[src/rtl/systolic_pkg.sv]
// Shared constants and state encoding for the systolic array feeder.
package systolic_pkg;
    localparam int N            = 4;
    localparam int STREAM_STEPS = 2 * N - 1;
    localparam logic LD_SEL_A   = 1'b0;
    localparam logic LD_SEL_B   = 1'b1;

    typedef enum logic [2:0] {
        ST_IDLE,
        ST_CLEAR,
        ST_STREAM,
        ST_DRAIN,
        ST_DONE
    } state_t;
endpackage

[src/rtl/feeder_bank.sv]
// 16-entry operand register file: one synchronous write port, N combinational read ports.
module feeder_bank
    import systolic_pkg::*;
#(
    parameter int DW = 32
) (
    input  logic                 clk,
    input  logic                 rst,
    input  logic                 we,
    input  logic [3:0]           waddr,
    input  logic [DW-1:0]        wdata,
    input  logic [N-1:0][3:0]    raddr,
    output logic [N-1:0][DW-1:0] rdata
);
    logic [N*N-1:0][DW-1:0] mem_q, mem_d;

    always_comb begin
        mem_d = mem_q;
        if (we) mem_d[waddr] = wdata;
    end

    always_ff @(posedge clk or posedge rst) begin
        if (rst) mem_q <= '0;
        else     mem_q <= mem_d;
    end

    always_comb begin
        rdata = '0;
        for (int p = 0; p < N; p++) rdata[p] = mem_q[raddr[p]];
    end
endmodule

[src/rtl/systolic_feeder.sv]
// Buffers A/B operands and drives diagonally skewed west/north streams into the 4x4 array.
module systolic_feeder
    import systolic_pkg::*;
#(
    parameter int DW    = 32,
    parameter int DRAIN = 3
) (
    input  logic          clk,
    input  logic          rst,
    input  logic          ld_valid,
    output logic          ld_ready,
    input  logic          ld_sel,
    input  logic [3:0]    ld_addr,
    input  logic [DW-1:0] ld_data,
    input  logic          start,
    output logic          busy,
    output logic          done,
    output logic          arr_clr,
    output logic [DW-1:0] west0,
    output logic [DW-1:0] west1,
    output logic [DW-1:0] west2,
    output logic [DW-1:0] west3,
    output logic [DW-1:0] north0,
    output logic [DW-1:0] north1,
    output logic [DW-1:0] north2,
    output logic [DW-1:0] north3
);
    localparam logic [7:0] STREAM_LAST = 8'(STREAM_STEPS - 1);
    localparam logic [7:0] DRAIN_LAST  = (DRAIN > 0) ? 8'(DRAIN - 1) : 8'd0;

    state_t                 state_q, state_d;
    logic [7:0]             cnt_q, cnt_d;
    logic [N-1:0][DW-1:0]   west_q, west_d, north_q, north_d;
    logic [N-1:0][DW-1:0]   a_rd, b_rd;
    logic [N-1:0][3:0]      a_ra, b_ra;
    logic [N-1:0]           w_ok, n_ok;
    logic                   ld_fire;

    assign ld_ready = (state_q == ST_IDLE);
    assign busy     = (state_q != ST_IDLE);
    assign done     = (state_q == ST_DONE);
    assign arr_clr  = (state_q == ST_CLEAR);
    assign ld_fire  = ld_valid & ld_ready;

    feeder_bank #(.DW(DW)) u_bank_a (
        .clk(clk), .rst(rst), .we(ld_fire & (ld_sel == LD_SEL_A)),
        .waddr(ld_addr), .wdata(ld_data), .raddr(a_ra), .rdata(a_rd)
    );

    feeder_bank #(.DW(DW)) u_bank_b (
        .clk(clk), .rst(rst), .we(ld_fire & (ld_sel == LD_SEL_B)),
        .waddr(ld_addr), .wdata(ld_data), .raddr(b_ra), .rdata(b_rd)
    );

    // cnt is the stream step t in STREAM and the drain cycle index in DRAIN
    always_comb begin
        state_d = state_q;
        cnt_d   = cnt_q;
        unique case (state_q)
            ST_IDLE:   if (start) state_d = ST_CLEAR;
            ST_CLEAR: begin
                state_d = ST_STREAM;
                cnt_d   = '0;
            end
            ST_STREAM: begin
                if (cnt_q == STREAM_LAST) begin
                    state_d = (DRAIN == 0) ? ST_DONE : ST_DRAIN;
                    cnt_d   = '0;
                end else begin
                    cnt_d = cnt_q + 8'd1;
                end
            end
            ST_DRAIN: begin
                if (cnt_q == DRAIN_LAST) state_d = ST_DONE;
                else                     cnt_d   = cnt_q + 8'd1;
            end
            ST_DONE:   state_d = ST_IDLE;
            default:   state_d = ST_IDLE;
        endcase
    end

    // Skew: row i of A starts i steps late, column j of B starts j steps late.
    // Addresses are formed from the upcoming step so the outputs register in time.
    always_comb begin
        a_ra = '0;
        b_ra = '0;
        w_ok = '0;
        n_ok = '0;
        for (int i = 0; i < N; i++) begin
            w_ok[i] = (cnt_d >= 8'(i)) && (cnt_d <= 8'(i + N - 1));
            n_ok[i] = w_ok[i];
            a_ra[i] = 4'(i * N) + 4'(cnt_d - 8'(i));
            b_ra[i] = 4'((cnt_d - 8'(i)) * 8'(N)) + 4'(i);
        end
    end

    always_comb begin
        west_d  = '0;
        north_d = '0;
        if (state_d == ST_STREAM) begin
            for (int i = 0; i < N; i++) begin
                west_d[i]  = w_ok[i] ? a_rd[i] : '0;
                north_d[i] = n_ok[i] ? b_rd[i] : '0;
            end
        end
    end

    always_ff @(posedge clk or posedge rst) begin
        if (rst) begin
            state_q <= ST_IDLE;
            cnt_q   <= '0;
            west_q  <= '0;
            north_q <= '0;
        end else begin
            state_q <= state_d;
            cnt_q   <= cnt_d;
            west_q  <= west_d;
            north_q <= north_d;
        end
    end

    assign west0  = west_q[0];
    assign west1  = west_q[1];
    assign west2  = west_q[2];
    assign west3  = west_q[3];
    assign north0 = north_q[0];
    assign north1 = north_q[1];
    assign north2 = north_q[2];
    assign north3 = north_q[3];
endmodule

[config.mk]
export PLATFORM = sky130hd
export DESIGN_NAME = systolic_feeder
export DESIGN_NICKNAME = d
export VERILOG_FILES = /design/src/rtl/systolic_pkg.sv /design/src/rtl/feeder_bank.sv /design/src/rtl/systolic_feeder.sv
export SDC_FILE = /design/constraint.sdc
export NUM_CORES = 2
export LEC_CHECK = 0
export BUFFER_PORTS_ARGS = -buffer_cell sky130_fd_sc_hd__buf_2
export CAP_MARGIN = 10
export CORE_MARGIN = 2
export CORE_UTILIZATION = 45
export DETAILED_ROUTE_END_ITERATION = 10
export MAX_ROUTING_LAYER = met4
export PLACE_DENSITY = 0.64
export SLEW_MARGIN = 20
export SYNTH_ARGS = -nofsm -noshare
export SYNTH_HDL_FRONTEND = slang
export SYNTH_HIERARCHICAL = 1
export SYNTH_SLANG_ARGS = --single-unit
[constraint.sdc]
create_clock -name clk -period 29.9 [get_ports clk]
set_clock_uncertainty 0.05 [all_clocks]
set_input_delay 4.485 -clock clk [delete_from_list [all_inputs] [get_ports clk]]
set_output_delay 4.485 -clock clk [all_outputs]
set_load 0.03 [all_outputs]
==> impl_metrics.tcl <==
set metrics [dict create \
    rsz0062_at_grt "no" \
    max_stage_delay_ns 0.66 \
    hold_buffers 0 \
    path_clk_slew_ns 0.06 \
    met1_length_um 95900 \
    wl_um 257000 \
    numCtsBuffers 148 \
    post-route-util_pct 50.0 \
    ys_types 59 \
    yosysTopAreaCell "dfrtp_1" \
    seq_area_um2 32300 \
    worstReg2RegEnd "west3[19]" \
    core_area_um2 172000 \
    critical_path_class "reg2out" \
    dr.pass1.iters 6 \
    dp_hpwl_um 142000 \
    leakagePower_uw 0.0382 \
    clk_path_buf_depth 3 \
    io_buffers 300 \
    gr-total-overflow 0 \
    topRoutingLayerUsed "met4" \
    reg2reg_slack_ns 23.83 \
    drive_above_1_share_pct 53.5 \
    r2r_start "cnt_q[1]" \
    worstSetupStartpoint "state_q[0]" \
    final_cell_mix "1291 x dfrtp_1, 1024 x mux4_2, 998 x mux2_2" \
    met3_length_um 23100 \
    cp_slowest_cell "dfrtp_1" \
    cp.depth 3 \
    worstPathArrival_ns 2.47 \
    slew_violations 0 \
    syn_inst 5132 \
    viasPerCell 6.92 \
    antenna_found_initial 18 \
    areaGrowthSynthToFinish_pct 10.4 \
    cts_tree "built" \
    max_freq_mhz 143 \
    r2r_cells 12 \
    rows 152 \
    drcViolationCount 0 \
    maxCapViolations 0 \
    tns_ns 0 \
    gp_congestion 0.846 \
    status "completed" \
    worstMarginPinSlew_ns 1.12 \
    nNetsFinal 5179 \
    ir_drop_mv 0.293 \
    vias 52500 \
    worstPathMaxFanout 16 \
    ctsResizeCount 0 \
    grt_pass1_vias 53300 \
    wl_met2_um 121000 \
    crit_path_end_kind "primary output" \
    wire_per_inst_um 33.8 \
    hp-class "reg2reg" \
    clkLatencyLatePin_ns 0.82 \
    h-tree-depth 4 \
    synthArstFlopShare_pct 100 \
    multi_input_area_um2 43100 \
    finalSetupViolations 0 \
    endpoint "arr_clr" \
    synthFlopType "dfrtp_1" \
    ys_ff_latch 1291 \
    initial_core_util_pct 45.3 \
    yosys_warnings 6 \
    seq_area_frac_synth_pct 41.6 \
    ios 301 \
    cp-start-kind "flip-flop" \
    layout_commonest_cell "dfrtp_1" \
    period_needed_ns 7.00 \
    path_cells "or3b_2 > inv_1 > buf_2" \
    synth_area_um2 77700 \
    required_ns 25.37 \
    die_h_um 419 \
    grt_max_degree 155 \
    critPathTopFamily "flip-flops" \
    grt_usage_pct 30.2 \
    drtAntennaViolNets 0 \
    synthTopCellsByArea "dfrtp_1 42%, mux4_2 30%, mux2_2 14%, a22oi_1 5.0%, clkbuf_1 1.4%" \
    drt-initial-drc-count 5849 \
    nFillCells 14600 \
    die_area_um2 176000 \
    clock_sinks 1291 \
    synth_edf_count 0 \
    die_x_um 419 \
    cts_setup_buffers 0 \
    slew_headroom_pct 25.4 \
    syn_avg_cell_area_um2 15.1 \
    hold_violations 0 \
    cts-root-buf "clkbuf_16" \
    cellPowerDensity_nw_per_um2 114 \
    cp_num_buf_inv 2 \
    yosysTopAreaCellShare_pct 41.6 \
    grt_pass1_wl_um 374000 \
    fin_crit_sh_pct 23.4 \
]
[Yosys cell counts, types with 2 or more instances]
| library cell | number |
|---|---|
| nor2_1 | 38 |
| mux2_1 | 26 |
| xnor2_1 | 8 |
| conb_1 | 2 |
| and2_1 | 29 |
| nand2_1 | 277 |
| nor3b_2 | 18 |
| a31oi_1 | 2 |
| buf_6 | 45 |
| buf_4 | 12 |
| o211ai_1 | 2 |
| nor3_1 | 4 |
| ha_1 | 5 |
| a21oi_1 | 3 |
| and2_4 | 44 |
| dfrtp_1 | 1291 |
| clkbuf_1 | 298 |
| or3_1 | 7 |
| nand3_1 | 6 |
| buf_2 | 198 |
| nor4b_1 | 2 |
| nor2b_1 | 21 |
| mux4_2 | 1024 |
| o21ai_0 | 3 |
| buf_1 | 15 |
| and3_1 | 66 |
| a22oi_1 | 514 |
| nand3b_1 | 5 |
| nand2b_1 | 12 |
| nor3b_1 | 112 |
| mux2_2 | 998 |
| nor4_1 | 2 |
| inv_1 | 14 |
| inv_2 | 2 |
| xor2_1 | 3 |
[layout make-up]
cell class / count / area share (%)
tap: 2310 / 3.37
inverter: 16 / 0.111
clock inverter: 56 / 0.877
multi-input combinational: 3271 / 50.2
timing repair buffer: 405 / 2.75
antenna: 22 / 0.0642
sequential: 1291 / 37.7
clock buffer: 211 / 4.94
[kinds of logic after synthesis]
group	Yosys count	synth area share, %
buffers and inverters	584	3.63
other	2	0.00967
DFF	1291	41.6
xor gates and xnor gates	11	0.124
AOI/OAI and AO/OA	539	5.29
muxes	2049	44.6
adders and majority gates	5	0.0805
and+or+nand+nor	651	4.72
[worst min-delay path by stage]
stage | depth (start not counted) | startpoint | slack (ns) | endpoint
6_report | 1 | u_bank_a/mem_q[120] | 0.50 | u_bank_a/mem_q[120]
3_3_place_gp | 1 | u_bank_a/mem_q[120] | 0.47 | u_bank_a/mem_q[120]
4_1_cts | 1 | u_bank_a/mem_q[120] | 0.50 | u_bank_a/mem_q[120]
2_1_floorplan | 1 | u_bank_a/mem_q[120] | 0.45 | u_bank_a/mem_q[120]
5_1_grt | 1 | u_bank_a/mem_q[55] | 0.53 | u_bank_a/mem_q[55]
3_5_place_dp | 1 | u_bank_a/mem_q[120] | 0.49 | u_bank_a/mem_q[120]
[power breakdown]
part / internal (uW) / switching, uW / leakage [uW]
Sequential: 2050 / 286 / 0.0178
Combinational: 1800 / 3790 / 0.0179
Clock: 1100 / 779 / 0.00245
Total: 4950 / 4850 / 0.0382
[flip-flops by register name, summed over array words and instances, names as in the netlist, 8 cells and up]
signal / count
cnt_q: 8
west2: 32
north1: 32
north0: 32
west0: 32
north2: 32
u_bank_a/mem_q: 512
west3: 32
north3: 32
u_bank_b/mem_q: 512
west1: 32
[metal layers]
layer	GRT usage [%]	vias up
met3	5.78	792
li1	-	20600
met5	-	-
met2	46.5	3086
met1	37.8	28000
met4	16.6	0
[metrics by stage]
step                instances  power (uW)  hold WS [ns]  setup slack, ns  cell area (um^2)
floorplan                5146        5750         0.455            11.07             77700
global placement         7292        7730         0.474            22.56             80700
detailed placement       7292        7800         0.493            22.52             80700
CTS                      7559        9680         0.504            22.85             85600
global route             7572       10000         0.528            22.79             85700
finish                   7582        9800         0.504            22.90             85700
Power figures use the tool's default switching activity.
